<file path="config.mk">
export PLATFORM = sky130hd
export DESIGN_NAME = mips32_mem_arbiter
export DESIGN_NICKNAME = d
export VERILOG_FILES = /design/src/rtl/mips32_mem_arbiter.sv
export SDC_FILE = /design/constraint.sdc
export NUM_CORES = 1
export LEC_CHECK = 0
export CAP_MARGIN = 10
export CELL_PAD_IN_SITES_DETAIL_PLACEMENT = 0
export CELL_PAD_IN_SITES_GLOBAL_PLACEMENT = 1
export CORE_AREA = 3 3 103 129
export DETAILED_ROUTE_END_ITERATION = 7
export DIE_AREA = 0 0 106 132
export MAX_ROUTING_LAYER = met4
export PLACE_DENSITY_LB_ADDON = 0.1
export SETUP_SLACK_MARGIN = 0.5
export SKIP_LAST_GASP = 1
export SLEW_MARGIN = 20
export SYNTH_ARGS = -nofsm -noshare
export SYNTH_HDL_FRONTEND = slang
export SYNTH_SLANG_ARGS = --single-unit
</file>
<file path="constraint.sdc">
create_clock -name clk1 -period 2.6 [get_ports clk1]
set_input_delay 0.52 -clock clk1 [delete_from_list [all_inputs] [get_ports clk1]]
set_output_delay 0.52 -clock clk1 [all_outputs]
set_load 0.005 [all_outputs]
</file>
<file path="src/rtl/mips32_mem_arbiter.sv">
`default_nettype none
// ============================================================================
// Module   : mips32_mem_arbiter
// Brief    : Shares one single-port synchronous word memory between the
//            instruction-fetch port and the MEM-stage data port. Data has
//            fixed priority, a streak guard bounds fetch starvation, and the
//            HALTED flag drains outstanding reads before freezing the port.
//            Define MEM_ARB_STATS_EN to add saturating grant/conflict counters.
// Revision : 1.0 - initial release
// ============================================================================
module mips32_mem_arbiter #(
    parameter int AW          = 10,
    parameter int DW          = 32,
    parameter int MAX_DSTREAK = 4
) (
    input  logic          clk1,
    input  logic          rst,
    input  logic          halted,
    input  logic          if_req,
    input  logic [AW-1:0] if_addr,
    output logic          if_gnt,
    output logic          if_rvalid,
    output logic [DW-1:0] if_rdata,
    input  logic          d_req,
    input  logic          d_we,
    input  logic [AW-1:0] d_addr,
    input  logic [DW-1:0] d_wdata,
    output logic          d_gnt,
    output logic          d_rvalid,
    output logic [DW-1:0] d_rdata,
    output logic          mem_en,
    output logic          mem_we,
    output logic [AW-1:0] mem_addr,
    output logic [DW-1:0] mem_wdata,
    input  logic [DW-1:0] mem_rdata,
    output logic [1:0]    arb_state
`ifdef MEM_ARB_STATS_EN
    ,
    output logic [15:0]   stat_if_grants,
    output logic [15:0]   stat_d_grants,
    output logic [15:0]   stat_conflicts
`endif
);

    localparam logic [1:0] c_RUN   = 2'd0;
    localparam logic [1:0] c_DRAIN = 2'd1;
    localparam logic [1:0] c_HALT  = 2'd2;
    localparam logic [3:0] c_MAX   = 4'(MAX_DSTREAK);

    logic [1:0]    r_state;
    logic [1:0]    w_state_nxt;
    logic [3:0]    r_streak;
    logic          w_force_if;
    logic          w_if_gnt;
    logic          w_d_gnt;
    logic          w_rd_issue;
    logic          r_pend_v;
    logic          r_pend_d;
    logic          r_if_rvalid;
    logic          r_d_rvalid;
    logic [DW-1:0] r_if_rdata;
    logic [DW-1:0] r_d_rdata;

    // ------------------------------------------------------------------
    // FSM: state register
    // ------------------------------------------------------------------
    always_ff @(posedge clk1 or posedge rst) begin
        if (rst) begin
            r_state <= c_RUN;
        end else begin
            r_state <= w_state_nxt;
        end
    end

    // ------------------------------------------------------------------
    // FSM: next-state logic
    // ------------------------------------------------------------------
    always_comb begin
        w_state_nxt = r_state;
        case (r_state)
            c_RUN:   if (halted) w_state_nxt = c_DRAIN;
            // A read granted in the last RUN cycle returns on the way into DRAIN
            c_DRAIN: if (!r_pend_v) w_state_nxt = c_HALT;
            c_HALT:  w_state_nxt = c_HALT;
            default: w_state_nxt = c_HALT;
        endcase
    end

    // ------------------------------------------------------------------
    // FSM: output logic (grants)
    // ------------------------------------------------------------------
    assign w_force_if = if_req && (r_streak == c_MAX);

    always_comb begin
        w_if_gnt = 1'b0;
        w_d_gnt  = 1'b0;
        if (!rst && (r_state == c_RUN) && !halted) begin
            if (d_req && !w_force_if) begin
                w_d_gnt = 1'b1;
            end else if (if_req) begin
                w_if_gnt = 1'b1;
            end
        end
    end

    assign if_gnt    = w_if_gnt;
    assign d_gnt     = w_d_gnt;
    assign arb_state = r_state;

    // ------------------------------------------------------------------
    // Memory port mux
    // ------------------------------------------------------------------
    assign mem_en    = w_if_gnt | w_d_gnt;
    assign mem_we    = w_d_gnt & d_we;
    assign mem_addr  = w_d_gnt ? d_addr : (w_if_gnt ? if_addr : '0);
    assign mem_wdata = w_d_gnt ? d_wdata : '0;

    // ------------------------------------------------------------------
    // Data-grant streak while a fetch is waiting
    // ------------------------------------------------------------------
    always_ff @(posedge clk1 or posedge rst) begin
        if (rst) begin
            r_streak <= 4'd0;
        end else if (w_if_gnt || !if_req) begin
            r_streak <= 4'd0;
        end else if (w_d_gnt && (r_streak != c_MAX)) begin
            r_streak <= r_streak + 4'd1;
        end
    end

    // ------------------------------------------------------------------
    // Read return: owner tag, then registered valid/data one cycle later
    // ------------------------------------------------------------------
    assign w_rd_issue = w_if_gnt | (w_d_gnt & !d_we);

    always_ff @(posedge clk1 or posedge rst) begin
        if (rst) begin
            r_pend_v <= 1'b0;
            r_pend_d <= 1'b0;
        end else begin
            r_pend_v <= w_rd_issue;
            r_pend_d <= w_d_gnt;
        end
    end

    always_ff @(posedge clk1 or posedge rst) begin
        if (rst) begin
            r_if_rvalid <= 1'b0;
            r_d_rvalid  <= 1'b0;
            r_if_rdata  <= '0;
            r_d_rdata   <= '0;
        end else begin
            r_if_rvalid <= r_pend_v & !r_pend_d;
            r_d_rvalid  <= r_pend_v & r_pend_d;
            if (r_pend_v && !r_pend_d) begin
                r_if_rdata <= mem_rdata;
            end
            if (r_pend_v && r_pend_d) begin
                r_d_rdata <= mem_rdata;
            end
        end
    end

    assign if_rvalid = r_if_rvalid;
    assign if_rdata  = r_if_rdata;
    assign d_rvalid  = r_d_rvalid;
    assign d_rdata   = r_d_rdata;

`ifdef MEM_ARB_STATS_EN
    // ------------------------------------------------------------------
    // Saturating statistics counters
    // ------------------------------------------------------------------
    logic [15:0] r_stat_if;
    logic [15:0] r_stat_d;
    logic [15:0] r_stat_cf;

    always_ff @(posedge clk1 or posedge rst) begin
        if (rst) begin
            r_stat_if <= 16'd0;
            r_stat_d  <= 16'd0;
            r_stat_cf <= 16'd0;
        end else begin
            if (w_if_gnt && (r_stat_if != 16'hFFFF)) r_stat_if <= r_stat_if + 16'd1;
            if (w_d_gnt && (r_stat_d != 16'hFFFF))   r_stat_d  <= r_stat_d + 16'd1;
            if (if_req && d_req && (r_stat_cf != 16'hFFFF)) r_stat_cf <= r_stat_cf + 16'd1;
        end
    end

    assign stat_if_grants = r_stat_if;
    assign stat_d_grants  = r_stat_d;
    assign stat_conflicts = r_stat_cf;
`endif

endmodule
`default_nettype wire

</file>
==> results.toml, run 1 <==
[status]
status = "finished clean"

[timing]
worst_pin_slew_ps = 456.3
slew_headroom_pct = 69.58
layout_min_cycle_time_ps = 2354
hold_ws_ps = 500.8
period_share_pct = 90.53
fmax_ghz = 0.4248
finalHoldViolCount = 0
skew_ps = 4.668
fin_setup_tns_ps = 0
rsz0062_at_grt = "true"
setup_viol = 0
maxSlewViolCount = 0

[critical_path]
path_max_fanout = 6
r2r-start = "arb_state[1]$_DFFE_PP0P_"
rr_endpoint = "r_streak[3]$_DFFE_PP0P_"
criticalPathCategory = "flip-flop to primary output"
reg2reg_depth = 6
critPathLaunchType = "flip-flop"
crit_slowest_cell = "dfrtp_2"
arrival_ps = 1830
worstPathCellList = "nor4_4 > and3_4 > clkbuf_16 > and2_4 > clkbuf_2"
end_kind = "primary output"
required_ps = 2080
max_stage_delay_ps = 430
regToRegSetupSlack_ps = 570
critPathBufInv = 2
path_delay_family = "simple AND/OR/NAND/NOR gates"

[cells_and_area]
layout-drive-gt1-share_pct = 43.54
syn2layout_area_growth_pct = 96.40
antenna_cells = 0
final_nets = 590

[floorplanning]
core_area_sq_um = 12160
die_w_microns = 106
start_util_pct = 26.86
die_area_sq_um = 13990
die_y_microns = 132
pin_count = 204
rows = 45

[drt]
drtIter0Drc = 60
drc = 0
firstDrtPassIters = 4
viasPerCell = 4.456
drt-total-wl_microns = 10620
detail_route.wl_per_cell_microns = 15.93
antenna_left = 0
vias = 2972

[global_routing]
grt_pass1_vias = 3213
antenna_found_initial = 0
grt_use_total_pct = 15.56
grt_pass1_wl_microns = 16760
grt_max_degree = 75
grt_overflow_total = 0

[synth]
synth-edff-count = 0
synth_top_area_share_pct = 56.68
syn_nets = 354
netlist_instances = 262
ys_ff_latch = 74
synthXorXnorAreaFrac_pct = 0
synth_area_sq_um = 3267
post-synth-top-count-cell = "dfrtp_1"
synth_top_family_by_area = "multiplexers"
yosys.area.top_type = "dfrtp_1"
synth_area_per_cell_sq_um = 12.47
yosysSeqAreaShare_pct = 56.68
yosys.area_share.simple_pct = 13.40
synth_mux_area_share_pct = 22.37
yosys_warnings = 0
synth_area_leaders = "dfrtp_1 57%, mux2_2 22%, and2_1 6.3%, nand3_1 2.3%, clkbuf_1 1.7%"
synthTopCellsByCount = "74 x dfrtp_1, 64 x mux2_2, 33 x and2_1, 15 x clkbuf_1, 15 x nand3_1"
synth_compound_area_share_pct = 3.524
synthAdderAreaFrac_pct = 0.7660
ys_async_sr_fraction_pct = 100.0
synthFlopType = "dfrtp_1"
yosys.cell_types.count = 28

[placement]
portBuffers = 203
gp_congestion = 0.7550
post-dp-hpwl_microns = 7676

[power_and_ir_drop]
p_leak_uw = 0.002754
power_density_nw_per_um2 = 599.5
peakVddDrop_mv = 0.2323

[clock_tree]
root_buffer = "clkbuf_16"
cts.path.max_buffers = 2
numCtsBuffers = 9
clk_latency_ps = 330
h-tree-depth = 3
tritoncts = "done"
cts.sinks = 74
path_clk_slew_ps = 60

[min_path]
whs_path_depth = 1
hp-class = "flip-flop to flip-flop"
min_from = "if_rdata[17]$_DFFE_PP0P_"
hold_path_end = "if_rdata[17]$_DFFE_PP0P_"

[flow_run]
cap_violations = 0
## worst max-delay path by stage
stage                                         from       endpoint  slack [ps]  cells after the start
after CTS                  r_streak[1]$_DFFE_PP0P_  mem_wdata[23]         170                      7
after global routing      arb_state[1]$_DFFE_PP0P_    mem_addr[2]         150                      8
after global placement                      halted  mem_wdata[27]        -280                      6
final                     arb_state[1]$_DFFE_PP0P_  mem_wdata[27]         250                      5
after detailed placement                    halted  mem_wdata[27]        -330                      6
after floorplan                             halted   mem_wdata[0]         510                      5
## placed cells by master, fill, tap and decap left out, types with 2 or more instances in the layout
| cell type | netlist | layout |
|---|---|---|
| buf_16 | 0 | 4 |
| buf_6 | 0 | 35 |
| o21ai_1 | 0 | 7 |
| nand2_1 | 3 | 2 |
| or4_1 | 3 | 2 |
| inv_2 | 0 | 2 |
| nand3_2 | 0 | 2 |
| dfrtp_2 | 0 | 2 |
| buf_4 | 0 | 21 |
| inv_1 | 9 | 6 |
| bufinv_16 | 0 | 2 |
| clkdlybuf4s50_1 | 0 | 153 |
| nand2b_1 | 3 | 2 |
| clkbuf_16 | 0 | 12 |
| and2_4 | 0 | 32 |
| clkinvlp_4 | 0 | 2 |
| o21ai_2 | 0 | 2 |
| buf_2 | 1 | 12 |
| nand4_1 | 9 | 9 |
| buf_12 | 0 | 6 |
| a31oi_1 | 2 | 2 |
| nand4b_1 | 2 | 2 |
| clkbuf_2 | 0 | 7 |
| dfrtp_1 | 74 | 72 |
| mux2_2 | 64 | 64 |
| nand3_1 | 15 | 13 |
| clkbuf_8 | 0 | 3 |
| dlygate4sd2_1 | 0 | 2 |
## layout make-up
cell class | instances | area [sq um]
clock buffer | 12 | 266.5
clock inverter | 4 | 72.57
fill | 1116 | 5746
inverter | 9 | 37.54
multi-input combinational | 160 | 1469
sequential | 74 | 1854
tap | 164 | 205.2
timing repair buffer | 244 | 2511
## cell families after synthesis
kind of cell,count (synthesis)
flops,74
simple gates,73
mux,65
fa+ha+maj,2
buf+inv,28
compound gates,20
## flip-flops by register name, indices dropped and copies added (netlist names)
name and flops:
d_rdata 32, if_rdata 32, if_rvalid 1, r_pend_d 1, r_pend_v 1, d_rvalid 1
arb_state 2, r_streak 4
## stage by stage
| step | setup WS [ps] | utilization, % | std cells | instance area (sq um) | total power (uW) |
|---|---|---|---|---|---|
| 6_report | 246.1 | 52.76 | 667 | 6416 | 3846 |
| 5_1_grt | 149.2 | 52.76 | 667 | 6416 | 4040 |
| 4_1_cts | 173.3 | 50.22 | 661 | 6107 | 3889 |
| 3_5_place_dp | -326.7 | 46.14 | 627 | 5612 | 2459 |
| 3_3_place_gp | -280.6 | 46.14 | 627 | 5612 | 2441 |
| 2_1_floorplan | 513.9 | - | 262 | 3278 | 1757 |
## power by group
| group | switching [uW] | total, uW | internal [uW] |
|---|---|---|---|
| Combinational | 284 | 995 | 711 |
| Clock | 451 | 1370 | 916 |
| Sequential | 111 | 1480 | 1370 |
| Total | 846 | 3850 | 3000 |
## routing by layer
metal | GRT usage (%) | part of all wire (%)
met3 | 4.655 | 7.9
met5 | - | 0
met4 | 4.752 | 1.1
met1 | 16.96 | 38
met2 | 27.16 | 53
## timing repair
item                                   in CTS  in global routing
cloned                                      4                  3
setup endpoints to repair                  47                 46
hold buffers                                0                  0
pin swaps                                   8                 41
endpoints found under the hold margin       0                  0
resized for setup                         175                107
buffers inserted                           14                  3
No activity file was read; power rests on OpenSTA's default activity.
==> inputs of run 2 (changes only) <==
--- a/config.mk
+++ b/config.mk
@@ -5,12 +5,12 @@
 export SDC_FILE = /design/constraint.sdc
 export NUM_CORES = 1
 export LEC_CHECK = 0
-export CAP_MARGIN = 10
-export CELL_PAD_IN_SITES_DETAIL_PLACEMENT = 0
+export CELL_PAD_IN_SITES_DETAIL_PLACEMENT = 1
 export CELL_PAD_IN_SITES_GLOBAL_PLACEMENT = 1
 export CORE_AREA = 3 3 103 129
 export DETAILED_ROUTE_END_ITERATION = 7
 export DIE_AREA = 0 0 106 132
+export HOLD_SLACK_MARGIN = 0.02
 export MAX_ROUTING_LAYER = met4
 export PLACE_DENSITY_LB_ADDON = 0.1
 export SETUP_SLACK_MARGIN = 0.5
==> results.toml, run 2 (synthesized netlist as in run 1, its figures left out) <==
[status]
status = "finished clean"

[clock_tree]
root_buffer = "clkbuf_16"
cts.path.max_buffers = 2
path_clk_slew_ps = 60
tritoncts = "done"
clk_latency_ps = 330
h-tree-depth = 3
cts.sinks = 74
numCtsBuffers = 9
ctsHoldBuffers = 0

[cells_and_area]
multi_input_area_sq_um = 1439
layout-drive-gt1-share_pct = 40.86
syn2layout_area_growth_pct = 92.42
final_common_cell = "clkdlybuf4s50_1"
final_cell_mix = "153 x clkdlybuf4s50_1, 72 x dfrtp_1, 64 x mux2_2, 30 x buf_4, 27 x buf_2"
fin_area_sq_um = 6286
ff_latch_area_sq_um = 1854
instances_no_fill = 673
n_fill_cell = 1335
final_nets = 596
antenna_cells = 0

[timing]
period_share_pct = 95.17
finalHoldViolCount = 0
layout_min_cycle_time_ps = 2474
fmax_ghz = 0.4042
setup_viol = 0
worst_pin_slew_ps = 461.2
maxSlewViolCount = 0
setup_ws_ps = 125.7
rsz0062_at_grt = "true"
hold_ws_ps = 503.0
skew_ps = 4.994
slew_headroom_pct = 69.25

[placement]
portBuffers = 203
dp_slack_ps = -309.4
dp.cells = 627
placed_area_sq_um = 5612
gp_congestion = 0.7550
post-dp-hpwl_microns = 8344

[global_routing]
grt_pass1_wl_microns = 18040
grt_max_degree = 75
grt_pass1_vias = 3428
grt_overflow_total = 0
grt_use_total_pct = 16.76
antenna_found_initial = 0

[critical_path]
required_ps = 2080
cp_num_cells = 9
max_stage_delay_ps = 390
reg2reg_depth = 5
startpoint = "r_streak[0]$_DFFE_PP0P_"
path_max_fanout = 7
r2r-start = "arb_state[1]$_DFFE_PP0P_"
end_kind = "primary output"
worstPathCellList = "inv_2 > ha_4 > nand4b_1 > and3_4 > buf_12 > buf_16 > buf_6 > and2_1 > buf_2"
criticalPathCategory = "flip-flop to primary output"
crit_slowest_cell = "dfrtp_1"
path_delay_family = "buffers and inverters"
critPathLaunchType = "flip-flop"
arrival_ps = 1950
critPathBufInv = 5

[power_and_ir_drop]
peakVddDrop_mv = 0.2334
p_total_uw = 3792
p_leak_uw = 0.002733
power_density_nw_per_um2 = 603.3

[flow_run]
cap_violations = 0

[drt]
firstDrtPassIters = 4
drtIter0Drc = 43
drc = 0
viasPerCell = 4.526
antenna_left = 0
vias = 3046
detail_route.wl_per_cell_microns = 17.38
drt-total-wl_microns = 11700

[floorplanning]
die_area_sq_um = 13990
rows = 45
die_w_microns = 106
die_y_microns = 132
core_area_sq_um = 12160
start_util_pct = 26.86
pin_count = 204

[min_path]
whs_path_depth = 1
hp-class = "flip-flop to flip-flop"
min_from = "if_rdata[29]$_DFFE_PP0P_"
-- run 2: through the flow --
| stage | utilization (%) | setup TNS, ps |
|---|---|---|
| 2_1_floorplan | - | 0 |
| 3_3_place_gp | 46.14 | -10620 |
| 3_5_place_dp | 46.14 | -11660 |
| 4_1_cts | 50.41 | 0 |
| 5_1_grt | 51.69 | 0 |
| 6_report | 51.69 | 0 |
-- run 2: timing repair --
action / in CTS / in global routing
hold endpoints to repair: 0 / 0
pin swaps: 15 / 6
gates resized for setup: 202 / 59
setup buffers: 13 / 9
endpoints found under the setup margin: 47 / 46
gates cloned: 6 / 2
-- run 2: final timing paths --
path / end / slack, ps
setup / recovery: mem_wdata[0] / 130
setup reg to reg: r_streak[3]$_DFFE_PP0P_ / 590
min in group asynchronous: arb_state[0]$_DFFE_PP0P_ / 610
hold / removal: if_rdata[29]$_DFFE_PP0P_ / 500
hold reg to reg: if_rdata[29]$_DFFE_PP0P_ / 500
max in group asynchronous: if_rdata[23]$_DFFE_PP0P_ / 1670
-- run 2: layout make-up --
cell class,instances,share of cell area [%]
Inverter,9,0.5971
Timing Repair Buffer,250,38.65
Sequential cell,74,29.50
Tap cell,164,3.264
Multi-Input combinational cell,160,22.89
Clock inverter,6,1.453
Clock buffer,10,3.643
-- run 2: report_power, final --
group	internal, uW	switching, uW	leakage (uW)
Sequential	1370	112	0.000878
Combinational	699	290	0.00171
Clock	841	478	0.000145
-- run 2: metal layers --
layer  track usage [%]  share of wire, %
met1             17.78                37
met2             30.21                54
met3             4.312               7.6
met4             5.400               1.3
met5                 -                 0
==> inputs of run 3 (changes only) <==
--- a/config.mk
+++ b/config.mk
@@ -14,6 +14,7 @@
 export MAX_ROUTING_LAYER = met4
 export PLACE_DENSITY_LB_ADDON = 0.1
 export SETUP_SLACK_MARGIN = 0.5
+export SKIP_CTS_REPAIR_TIMING = 1
 export SKIP_LAST_GASP = 1
 export SLEW_MARGIN = 20
 export SYNTH_ARGS = -nofsm -noshare
==> results.toml, run 3 (synthesized netlist as in run 1, its figures left out) <==
[status]
status = "finished clean"

[cells_and_area]
syn2layout_area_growth_pct = 90.50
fin_area_sq_um = 6223
final_nets = 589
final_cell_mix = "153 x clkdlybuf4s50_1, 72 x dfrtp_1, 64 x mux2_2, 26 x buf_6, 25 x buf_4"
layout-drive-gt1-share_pct = 41.04
fin_util_pct = 51.17
antenna_cells = 0
final_common_cell = "clkdlybuf4s50_1"

[clock_tree]
h-tree-depth = 3
path_clk_slew_ps = 60
tritoncts = "done"
numCtsBuffers = 9
cts.path.max_buffers = 2
clk_latency_ps = 330
root_buffer = "clkbuf_16"
cts.sinks = 74

[power_and_ir_drop]
sw_frac_of_total_pct = 23.21
pwr-share-comb_pct = 25.9
pwr-share-seq_pct = 39.2
p_total_uw = 3787
intPower_uw = 2908
clkPwrFrac_pct = 34.8
power_density_nw_per_um2 = 608.5
peakVddDrop_mv = 0.2293
p_leak_uw = 0.002727
switching_power_uw = 878.9

[timing]
finalHoldViolCount = 0
maxSlewViolCount = 0
slew_headroom_pct = 68.95
layout_min_cycle_time_ps = 2502
fmax_ghz = 0.3997
skew_ps = 4.175
setup_viol = 0
fin_setup_tns_ps = 0
rsz0062_at_grt = "true"
period_share_pct = 96.22
worst_pin_slew_ps = 465.8

[floorplanning]
rows = 45
start_util_pct = 26.86
die_area_sq_um = 13990
die_y_microns = 132
die_w_microns = 106
core_area_sq_um = 12160
pin_count = 204

[global_routing]
grt_pass1_vias = 3281
grt_overflow_total = 0
grt_pass1_wl_microns = 17080
grt_max_degree = 75
grt_use_total_pct = 15.90
antenna_found_initial = 0

[min_path]
hp-class = "input pin to asynchronous set/reset pin"

[flow_run]
cap_violations = 0

[drt]
firstDrtPassIters = 4
vias = 2999
drtIter0Drc = 67
detail_route.wl_per_cell_microns = 17.50
drt-total-wl_microns = 11660
drc = 0
antenna_left = 0
viasPerCell = 4.503

[critical_path]
end_kind = "primary output"
criticalPathCategory = "flip-flop to primary output"
worstSetupEndpoint = "mem_we"
arrival_ps = 1980
reg2reg_depth = 4
startpoint = "r_streak[1]$_DFFE_PP0P_"
regToRegSetupSlack_ps = 610
r2r-start = "arb_state[1]$_DFFE_PP0P_"
rr_endpoint = "r_streak[3]$_DFFE_PP0P_"
required_ps = 2080
critPathLaunchType = "flip-flop"
path_max_fanout = 6

[placement]
post-dp-hpwl_microns = 8344
portBuffers = 203
placed_area_sq_um = 5612
gp_congestion = 0.7550
-- run 3: worst max-delay path: stages, from the launching register on --
cell and delay (ps):
dfrtp_1 390, inv_2 90, ha_4 140, nand4b_1 150
and3_4 240, buf_6 120, clkbuf_16 140, buf_8 120
and2_4 140, buf_6 110
-- run 3: stage by stage --
stage / hold slack, ps / worst slack (ps) / cells
5_1_grt: 525.6 / 21.21 / 666
2_1_floorplan: 496.0 / 513.9 / 262
6_report: 503.5 / 98.32 / 666
3_5_place_dp: 492.1 / -309.4 / 627
4_1_cts: 505.2 / -323.1 / 643
3_3_place_gp: 487.1 / -280.6 / 627
-- run 3: how the worst min path moves through the flow --
stage	endpoint	from	slack, ps
floorplan	arb_state[0]$_DFFE_PP0P_	arb_state[1]$_DFFE_PP0P_	500
global placement	if_rdata[14]$_DFFE_PP0P_	if_rdata[14]$_DFFE_PP0P_	490
detailed placement	d_rdata[22]$_DFFE_PP0P_	d_rdata[22]$_DFFE_PP0P_	490
CTS	d_rdata[22]$_DFFE_PP0P_	d_rdata[22]$_DFFE_PP0P_	510
global route	d_rdata[11]$_DFFE_PP0P_	d_rdata[11]$_DFFE_PP0P_	530
finish	r_pend_v$_DFF_PP0_	rst	500
-- run 3: metal layers --
metal	wire (microns)	track usage (%)	vias to the layer above	share of wire [%]
met4	163	5.400	0	1.4
met2	6237	28.16	132	54
li1	-	-	1393	-
met1	4390	16.81	1460	38
met3	866	4.655	14	7.4
met5	0	-	-	0
-- run 3: power groups by stage --
stage	sequential, uW	clock [uW]	combinational (uW)
CTS	1490	1350	967
finish	1490	1320	982
detailed placement	1510	0	962
global route	1520	1400	1050
global placement	1490	0	946
floorplan	1510	0	243
-- run 3: cell type report --
type / instances / area (sq um)
Clock buffer: 10 / 229.0
Tap cell: 164 / 205.2
Fill cell: 1324 / 5938
Clock inverter: 6 / 91.34
Inverter: 9 / 37.54
Multi-Input combinational cell: 160 / 1456
Sequential cell: 74 / 1854
Timing Repair Buffer: 243 / 2350
